$ cat src/rtl/mac_pkg.sv
// Shared definitions for the multiply-accumulate stage.
//   mac_state_e : controller states (ACCUM collects terms, HOLD presents a result)
//   OP_W        : operand width of the multiplier
//   PROD_W      : product width of the multiplier
//   ACC_W_DEF   : default accumulator / result width
//   CNT_W_DEF   : default term-counter width
package mac_pkg;

  typedef enum logic {
    ACCUM = 1'b0,
    HOLD  = 1'b1
  } mac_state_e;

  localparam int OP_W      = 8;
  localparam int PROD_W    = 16;
  localparam int ACC_W_DEF = 24;
  localparam int CNT_W_DEF = 8;

endpackage

$ cat src/rtl/mult_accumulate_stage_mult.sv
// Wallace_Tree_Multiplier_8x8: purely combinational unsigned 8x8 multiplier.
// The eight partial-product rows are reduced with carry-save (3:2) layers
// 8 -> 6 -> 4 -> 3 -> 2 and a single carry-propagate add forms the product.
// Ports:
//   A       in  OP_W    unsigned multiplicand
//   B       in  OP_W    unsigned multiplier
//   Product out PROD_W  A*B
module Wallace_Tree_Multiplier_8x8
  import mac_pkg::*;
(
  input  logic [OP_W-1:0]   A,
  input  logic [OP_W-1:0]   B,
  output logic [PROD_W-1:0] Product
);

  logic [PROD_W-1:0] pp [OP_W];
  logic [PROD_W-1:0] s0, c0, s1, c1, s2, c2, s3, c3, s4, c4, s5, c5;

  // Row-wise 3:2 compressor. The carry out of bit PROD_W-1 is dropped; the
  // true product always fits in PROD_W bits, so this is exact.
  function automatic void csa(input  logic [PROD_W-1:0] x,
                              input  logic [PROD_W-1:0] y,
                              input  logic [PROD_W-1:0] z,
                              output logic [PROD_W-1:0] s,
                              output logic [PROD_W-1:0] c);
    s = x ^ y ^ z;
    c = ((x & y) | (x & z) | (y & z)) << 1;
  endfunction

  always_comb begin
    for (int i = 0; i < OP_W; i++) begin
      pp[i] = B[i] ? ({{(PROD_W-OP_W){1'b0}}, A} << i) : '0;
    end
  end

  always_comb begin
    csa(pp[0], pp[1], pp[2], s0, c0);
    csa(pp[3], pp[4], pp[5], s1, c1);
    csa(s0, c0, s1, s2, c2);
    csa(c1, pp[6], pp[7], s3, c3);
    csa(s2, c2, s3, s4, c4);
    csa(s4, c4, c3, s5, c5);
  end

  assign Product = s5 + c5;

endmodule

$ cat src/rtl/mult_accumulate_stage.sv
// mult_accumulate_stage: sums a burst of 8x8 products into an ACC_W-bit
// accumulator and presents one result per burst over valid/ready.
// Build option: ACC_SATURATE_EN -- when defined the accumulator clamps to
// 2^ACC_W-1 on overflow for the rest of the burst; otherwise it wraps.
// out_ovf marks the overflow in both builds.
// Ports:
//   clk        in   rising-edge clock
//   rst_n      in   synchronous active-low reset
//   in_valid   in   operand pair present
//   in_ready   out  block can accept an operand pair (ACCUM state)
//   in_a, in_b in   unsigned 8-bit operands
//   in_last    in   pair closes the burst
//   out_valid  out  burst result held on out_*
//   out_ready  in   consumer accepts the result
//   out_acc    out  ACC_W-bit burst sum
//   out_count  out  CNT_W-bit term count (saturating)
//   out_ovf    out  accumulator overflowed during the burst
module mult_accumulate_stage
  import mac_pkg::*;
#(
  parameter int ACC_W = ACC_W_DEF,
  parameter int CNT_W = CNT_W_DEF
) (
  input  logic             clk,
  input  logic             rst_n,
  input  logic             in_valid,
  output logic             in_ready,
  input  logic [OP_W-1:0]  in_a,
  input  logic [OP_W-1:0]  in_b,
  input  logic             in_last,
  output logic             out_valid,
  input  logic             out_ready,
  output logic [ACC_W-1:0] out_acc,
  output logic [CNT_W-1:0] out_count,
  output logic             out_ovf
);

  mac_state_e        state_q;
  logic [ACC_W-1:0]  acc_q, acc_d;
  logic [CNT_W-1:0]  cnt_q, cnt_d;
  logic              ovf_q, ovf_d;
  logic              out_valid_q;
  logic [ACC_W-1:0]  out_acc_q;
  logic [CNT_W-1:0]  out_count_q;
  logic              out_ovf_q;

  logic [PROD_W-1:0] product;
  logic [ACC_W:0]    sum;
  logic              accept;

`ifdef ACC_SATURATE_EN
  // Once clamped, the accumulator stays at full scale until the burst ends.
  function automatic logic [ACC_W-1:0] sat_acc(input logic [ACC_W:0] s,
                                               input logic           clamped);
    if (clamped || s[ACC_W]) return '1;
    return s[ACC_W-1:0];
  endfunction
`endif

  Wallace_Tree_Multiplier_8x8 u_mult (
    .A       (in_a),
    .B       (in_b),
    .Product (product)
  );

  assign in_ready = (state_q == ACCUM);
  assign accept   = in_valid && in_ready;

  // One extra bit on the sum exposes the carry out of the accumulator.
  always_comb begin
    sum   = {1'b0, acc_q} + {{(ACC_W+1-PROD_W){1'b0}}, product};
    ovf_d = ovf_q | sum[ACC_W];
`ifdef ACC_SATURATE_EN
    acc_d = sat_acc(sum, ovf_q);
`else
    acc_d = sum[ACC_W-1:0];
`endif
    cnt_d = (cnt_q == '1) ? cnt_q : cnt_q + CNT_W'(1);
  end

  always_ff @(posedge clk) begin
    if (!rst_n) begin
      state_q     <= ACCUM;
      acc_q       <= '0;
      cnt_q       <= '0;
      ovf_q       <= 1'b0;
      out_valid_q <= 1'b0;
      out_acc_q   <= '0;
      out_count_q <= '0;
      out_ovf_q   <= 1'b0;
    end else begin
      case (state_q)
        ACCUM: begin
          if (accept) begin
            if (in_last) begin
              // Closing term: publish totals including this term and start
              // the next burst from zero.
              out_acc_q   <= acc_d;
              out_count_q <= cnt_d;
              out_ovf_q   <= ovf_d;
              out_valid_q <= 1'b1;
              acc_q       <= '0;
              cnt_q       <= '0;
              ovf_q       <= 1'b0;
              state_q     <= HOLD;
            end else begin
              acc_q <= acc_d;
              cnt_q <= cnt_d;
              ovf_q <= ovf_d;
            end
          end
        end
        HOLD: begin
          if (out_ready) begin
            out_valid_q <= 1'b0;
            state_q     <= ACCUM;
          end
        end
        default: state_q <= ACCUM;
      endcase
    end
  end

  assign out_valid = out_valid_q;
  assign out_acc   = out_acc_q;
  assign out_count = out_count_q;
  assign out_ovf   = out_ovf_q;

endmodule

$ cat config.mk
export PLATFORM = sky130hd
export DESIGN_NAME = mult_accumulate_stage
export DESIGN_NICKNAME = d
export VERILOG_FILES = /design/src/rtl/mac_pkg.sv /design/src/rtl/mult_accumulate_stage_mult.sv /design/src/rtl/mult_accumulate_stage.sv
export SDC_FILE = /design/constraint.sdc
export NUM_CORES = 1
export LEC_CHECK = 0
export ABC_AREA = 0
export BUFFER_PORTS_ARGS = -buffer_cell sky130_fd_sc_hd__buf_4
export CAP_MARGIN = 0
export CORE_ASPECT_RATIO = 0.7
export CORE_MARGIN = 1.5
export CORE_UTILIZATION = 35
export DETAILED_ROUTE_END_ITERATION = 7
export GPL_ROUTABILITY_DRIVEN = 1
export PLACE_DENSITY = 0.56
export SLEW_MARGIN = 20
export SYNTH_ARGS = -nofsm -noshare
export SYNTH_HDL_FRONTEND = slang
export SYNTH_SLANG_ARGS = --single-unit
$ cat constraint.sdc
create_clock -name clk -period 6.35 [get_ports clk]
set_clock_uncertainty 0.05 [all_clocks]
set_input_delay 0.635 -clock clk [delete_from_list [all_inputs] [get_ports clk]]
set_output_delay 0.635 -clock clk [all_outputs]
set_load 0.02 [all_outputs]
**After elaboration in Yosys (flattened, before gate mapping)**

Cells that the tools add are included.
Widths: inputs -> output; s select.

- Reductions and logical operators: 4
- Add/subtract/negate cells: 3
- Muxes and demuxes: 20
- Equal/unequal tests: 4
- Bitwise gates (word level): 44

Operator list:

| cell | number |
|---|---|
| $and 15x15->15 | 18 |
| $or 15x15->15 | 12 |
| $xor 16x16->16 | 8 |
| $add 24x16->25 | 1 |
| $mux 24 | 1 |
| $mux 8 | 3 |
| $add 16x16->16 | 1 |
| $xor 16x10->16 | 1 |
| $xor 16x13->16 | 1 |
| $xor 16x14->16 | 1 |
| $xor 16x15->16 | 1 |
| $mux 15 | 1 |
| $mux 14 | 1 |
| $mux 13 | 1 |
| $mux 12 | 1 |
| $mux 11 | 1 |
| $mux 10 | 1 |
| $mux 9 | 1 |
| $add 8x1->8 const B | 1 |
| $eq 8x8->1 const B | 1 |
| $mux 1 | 7 |
| $reduce_and 3->1 | 2 |
| $ne 2x1->1 const B | 2 |
| $pmux 1 s2 | 2 |
| 5 further kinds | 5 |

- Flip-flop bits (word level): 68
- Word-level logic and storage cells: 83
- Output and inout bits: 35

**Depth between registers and ports, before layout**

- Word-level depth: 17
- Depth in mapped cells: 24
- Depth with buffers taken out: 24

**Modules after synthesis**

A second synthesis with hierarchy kept.

- Cells, all modules: 641
- Area total of the unflattened synthesis: 5435.2 um^2

Modules (own cells, without submodules):

| module | area each (um^2) | cells an instance | times used |
|---|---|---|---|
| mult_accumulate_stage | 3584.7 | 438 | 1 |
| Wallace_Tree_Multiplier_8x8 | 1850.5 | 203 | 1 |

**Worst setup path before layout**

Ideal clock, no wire load.

- Kind: input port to flip-flop
- Start point: input port in_b[3]
- End point: register acc_q[23]
- Arrival: 6.023 ns
- Slack: 0.203 ns
- Stages on the path: 23
- Setup time: 0.074 ns
- Cell sequence: and2_1 fa_1 inv_1 fa_1 inv_1 fa_1 ha_1 ha_1 fa_1 a21o_1 a21oi_1 o21ai_1 or3_1 a31o_1 a21oi_1 xnor2_1 ha_1 nand2_1 nor2_1 o211a_4 nor2_1 or4_1 a31oi_1

- Cells in the longest elaborated chain, start to end: 15
- Elaborated cells between the ends (all ways): 35

Ends and longest elaborated chain:

| item | line | RTL |
|---|---|---|
| from (decl) | mult_accumulate_stage.sv:29 | `input logic [OP_W-1:0] in_b,` |
| $mux 11 (*) | mult_accumulate_stage_mult.sv:32 | `pp[i] = B[i] ? ({{(PROD_W-OP_W){1'b0}}, A} << i) : '0;` |
| $xor 16x16->16 or $and 15x15->15 (tied branches) | mult_accumulate_stage_mult.sv:26, mult_accumulate_stage_mult.sv:27 |  |
| $xor 16x13->16 or $or 15x15->15 (tied branches) | mult_accumulate_stage_mult.sv:26, mult_accumulate_stage_mult.sv:27 |  |
| $and 15x15->15 or $or 15x15->15 (tied branches) | mult_accumulate_stage_mult.sv:27 | `c = ((x & y) \| (x & z) \| (y & z)) << 1;` |
| $or 15x15->15 or $xor 16x14->16 (tied branches) | mult_accumulate_stage_mult.sv:27, mult_accumulate_stage_mult.sv:26 |  |
| $or 15x15->15 or $xor 16x15->16 (tied branches) | mult_accumulate_stage_mult.sv:27, mult_accumulate_stage_mult.sv:26 |  |
| $and 15x15->15 | mult_accumulate_stage_mult.sv:27 |  |
| $or 15x15->15 (2 in series) | mult_accumulate_stage_mult.sv:27 |  |
| $and 15x15->15 | mult_accumulate_stage_mult.sv:27 |  |
| $or 15x15->15 (2 in series) | mult_accumulate_stage_mult.sv:27 |  |
| $add 16x16->16 (*) | mult_accumulate_stage_mult.sv:45 | `assign Product = s5 + c5;` |
| $add 24x16->25 (*) | mult_accumulate_stage.sv:71 | `sum = {1'b0, acc_q} + {{(ACC_W+1-PROD_W){1'b0}}, product};` |
| $mux 24 (*) | mult_accumulate_stage.sv:95 | `if (in_last) begin` |
| to (signal assigned) | mult_accumulate_stage.sv:84 | `acc_q <= '0;` |
| to (signal assigned) | mult_accumulate_stage.sv:102 | `acc_q <= '0;` |
| to (signal assigned) | mult_accumulate_stage.sv:107 | `acc_q <= acc_d;` |
| to (decl) | mult_accumulate_stage.sv:39 | `logic [ACC_W-1:0] acc_q, acc_d;` |

Mark *: on every way between the ends. The rest lies on a longest branch, timed or not.
A chain may end at the register's enable or synchronous reset.

**Worst setup path in the final report**

- Start point: input port in_a[4]
- End point: register acc_q[23]

- Cells in the longest elaborated chain, start to end: 16
- Elaborated cells between the ends (all ways): 53

Ends and longest elaborated chain:

| item | line | RTL |
|---|---|---|
| from (decl) | mult_accumulate_stage.sv:28 | `input logic [OP_W-1:0] in_a,` |
| $mux 8 (tied with other cells) | mult_accumulate_stage_mult.sv:32 |  |
| $and 15x15->15 | mult_accumulate_stage_mult.sv:27 |  |
| $or 15x15->15 (2 in series) | mult_accumulate_stage_mult.sv:27 |  |
| $and 15x15->15 | mult_accumulate_stage_mult.sv:27 |  |
| $or 15x15->15 (2 in series) | mult_accumulate_stage_mult.sv:27 |  |
| $and 15x15->15 | mult_accumulate_stage_mult.sv:27 |  |
| $or 15x15->15 (2 in series) | mult_accumulate_stage_mult.sv:27 |  |
| $and 15x15->15 | mult_accumulate_stage_mult.sv:27 |  |
| $or 15x15->15 (2 in series) | mult_accumulate_stage_mult.sv:27 |  |
| $add 16x16->16 (*) | mult_accumulate_stage_mult.sv:45 |  |
| $add 24x16->25 (*) | mult_accumulate_stage.sv:71 |  |
| $mux 24 (*) | mult_accumulate_stage.sv:95 |  |

Marks and branches as above.

==> flow_summary.yaml <==
setup_path:
  critPathArrivalTime_ps: 6200
  timing.rr.start: "state_q"
  worstSetupStartpoint: "in_a[4]"
  path_class: "input pin to flop"
  cp.required_ps: 6550
  endpoint_kind: "flop"
  path_max_fanout: 8
  critPathLaunchType: "input pin"
sta:
  final-hold-violation-count: 0
  hold_slack_ps: 395.8
  slew_headroom_pct: 39.99
  setup_viol: 0
  min_period_ps: 6000
  rsz0062_at_grt: "no"
  worstMarginPinSlew_ps: 900.2
  setup_ws_ps: 349.8
  fin_crit_sh_pct: 94.49
  maxSlewViolCount: 0
  fmax_mhz: 166.7
die:
  die-area_mm2: 0.01576
  ios: 56
  rows: 37
  initial_utilization_pct: 35.79
  core_mm2: 0.01468
  fp.dieH_um: 105.5
  die_w_um: 149.4
clock_network:
  cts-root-buf: "clkbuf_16"
  worstSkewPairLatency_ps: 330
  clkTransAtPathRegs_ps: 60
  cts_buffers: 9
  htreeDepth: 3
  cts_setup_buffers: 0
  cts_hold_buf: 0
  cts_sinks: 68
  cts_tree: "built"
  cts.path.max_buffers: 2
  post_cts_resized: 0
logic_synthesis:
  synth_top_area_share_pct: 25.92
  syn-num-nets: 704
  ys_seq_area_share_pct: 25.92
  ys_seq_elements: 68
  synth_area_leader_cell: "dfxtp_1"
  yosysUniqueCellTypes: 55
  yosysMostFrequentCell: "nand2_1"
  synthesis.area_mm2: 0.005253
  syn_area_per_cell_um2: 8.754
  ys_warn_count: 0
  synth-edff-count: 0
  synth_common_cells: "nand2_1, dfxtp_1, and2_1"
  synth_ff_type: "dfxtp_1"
  ys_async_sr_fraction_pct: 0
  synth.area.top_cells: "dfxtp_1, fa_1, ha_1, and2_1, nand2_1"
  synthCells: 600
layout:
  final_cell_area_mm2: 0.006370
  diodes: 0
  layout.nets: 772
  area_growth_pct: 21.27
  drive_above_1_share_pct: 14.86
power_and_ir_drop:
  pwr-share-comb_pct: 53.1
  p_int_w: 0.001443
  pwr-share-clk_pct: 25.8
  ir_worst_vdd_uv: 149.0
  p_sw_w: 0.0009598
  power.leakage_nw: 2.842
  seqPwrFrac_pct: 21.2
  swShare_pct: 39.94
  finalPower_w: 0.002403
  p_per_area_mw_per_mm2: 377.2
route:
  vias: 4534
  firstDrtPassIters: 5
  drt_wl_total_um: 13150
  via_per_inst: 5.224
  drtIter0Drc: 301
  wire_per_inst_um: 15.15
  ant_nets: 0
  drc: 0
grt:
  antenna_found_initial: 0
  grt_usage_pct: 17.84
  grt_start_max_net_pins: 32
  grt_overflow: 0
  grt_pass1_vias: 4471
  grt_pass1_wl_um: 22260
place:
  dp.final_hpwl_um: 10170
  postPlaceCellArea_mm2: 0.005988
  numPortBuffers: 55
  gp_congestion: 0.8726
  dp_slack_ps: -115.1
worst_hold_path:
  hold_class: "flop to flop"
  min_from: "out_acc[19]"
outcome:
  outcome: "completed"
flow_run:
  maxCapViolCount: 0
cell families after synthesis:
logic type                 synth area share [%]
DFF                                       25.92
buffers and inverters                     4.073
xor gates and xnor gates                  4.669
muxes                                    0.5955
and+or+nand+nor                           19.77
adders and majority gates                 25.49
AOI/OAI and AO/OA                         19.49
final cells by class:
cell class	count	area [um2]
timing repair buffer	73	548.0
tap	195	244.0
sequential	68	1361
inverter	41	153.9
clock inverter	6	136.4
fill	1442	8305
clock buffer	10	229.0
multi-input combinational	475	3697
placed cells by master, fill, tap and decap left out, types with 22 or more instances in the layout:
master,synthesis,layout
a21oi_1,25,22
and2_1,45,45
buf_4,0,73
dfxtp_1,68,68
fa_1,40,40
ha_1,43,43
inv_1,41,41
nand2_1,74,74
nor2_1,34,33
o21ai_0,35,35
worst paths after layout:
path | end | slack, ps | cells past startpoint
min | out_acc[19] | 400 | 2
min reg2reg | out_acc[19] | 400 | 2
max reg2reg | cnt_q[4] | 3610 | 7
max | acc_q[23] | 350 | 23
layer usage:
layer / wire length (um) / global-route usage, % / part of all wire, %
met1: 6606 / 26.03 / 50
met2: 5749 / 26.96 / 44
met3: 643 / 3.420 / 4.9
met4: 149 / 4.243 / 1.1
met5: 0 / 0 / 0
sequential cells by signal (all words and copies together), names as in the netlist:
name	count
cnt_q	8
ovf_q	1
out_count	8
out_acc	24
out_valid	1
acc_q	24
state_q	1
out_ovf	1
worst max-delay path, stage by stage:
cell and delay, ps:
buf_4 150, and2_1 160, fa_1 530, inv_1 60, fa_1 460, fa_1 510, fa_1 540, inv_1 40
ha_1 280, buf_4 140, a21oi_1 240, o211ai_1 190, and3_1 220, o21ai_0 170, nand2b_1 90, xor2_1 150
ha_1 360, nand2_1 130, nor2_2 200, o211a_4 200, nor2_1 60, or4_1 500, a31oi_1 160
power groups by stage:
stage	clock network [W]	logic [W]	registers [W]
5_1_grt	0.000649	0.00144	0.000515
4_1_cts	0.000631	0.00127	0.000508
3_3_place_gp	0	0.00124	0.000516
2_1_floorplan	0	0.000898	0.000540
6_report	0.000619	0.00128	0.000508
3_5_place_dp	0	0.00126	0.000517
stage by stage:
step                      utilization [%]  cells  TNS [ps]
after floorplan                         -    600         0
final                               43.41    868         0
after detailed placement            40.80    852    -233.1
after global routing                43.41    868         0
after global placement              40.80    852         0
after CTS                           43.29    868         0
No activity file was read; power rests on OpenSTA's default activity.
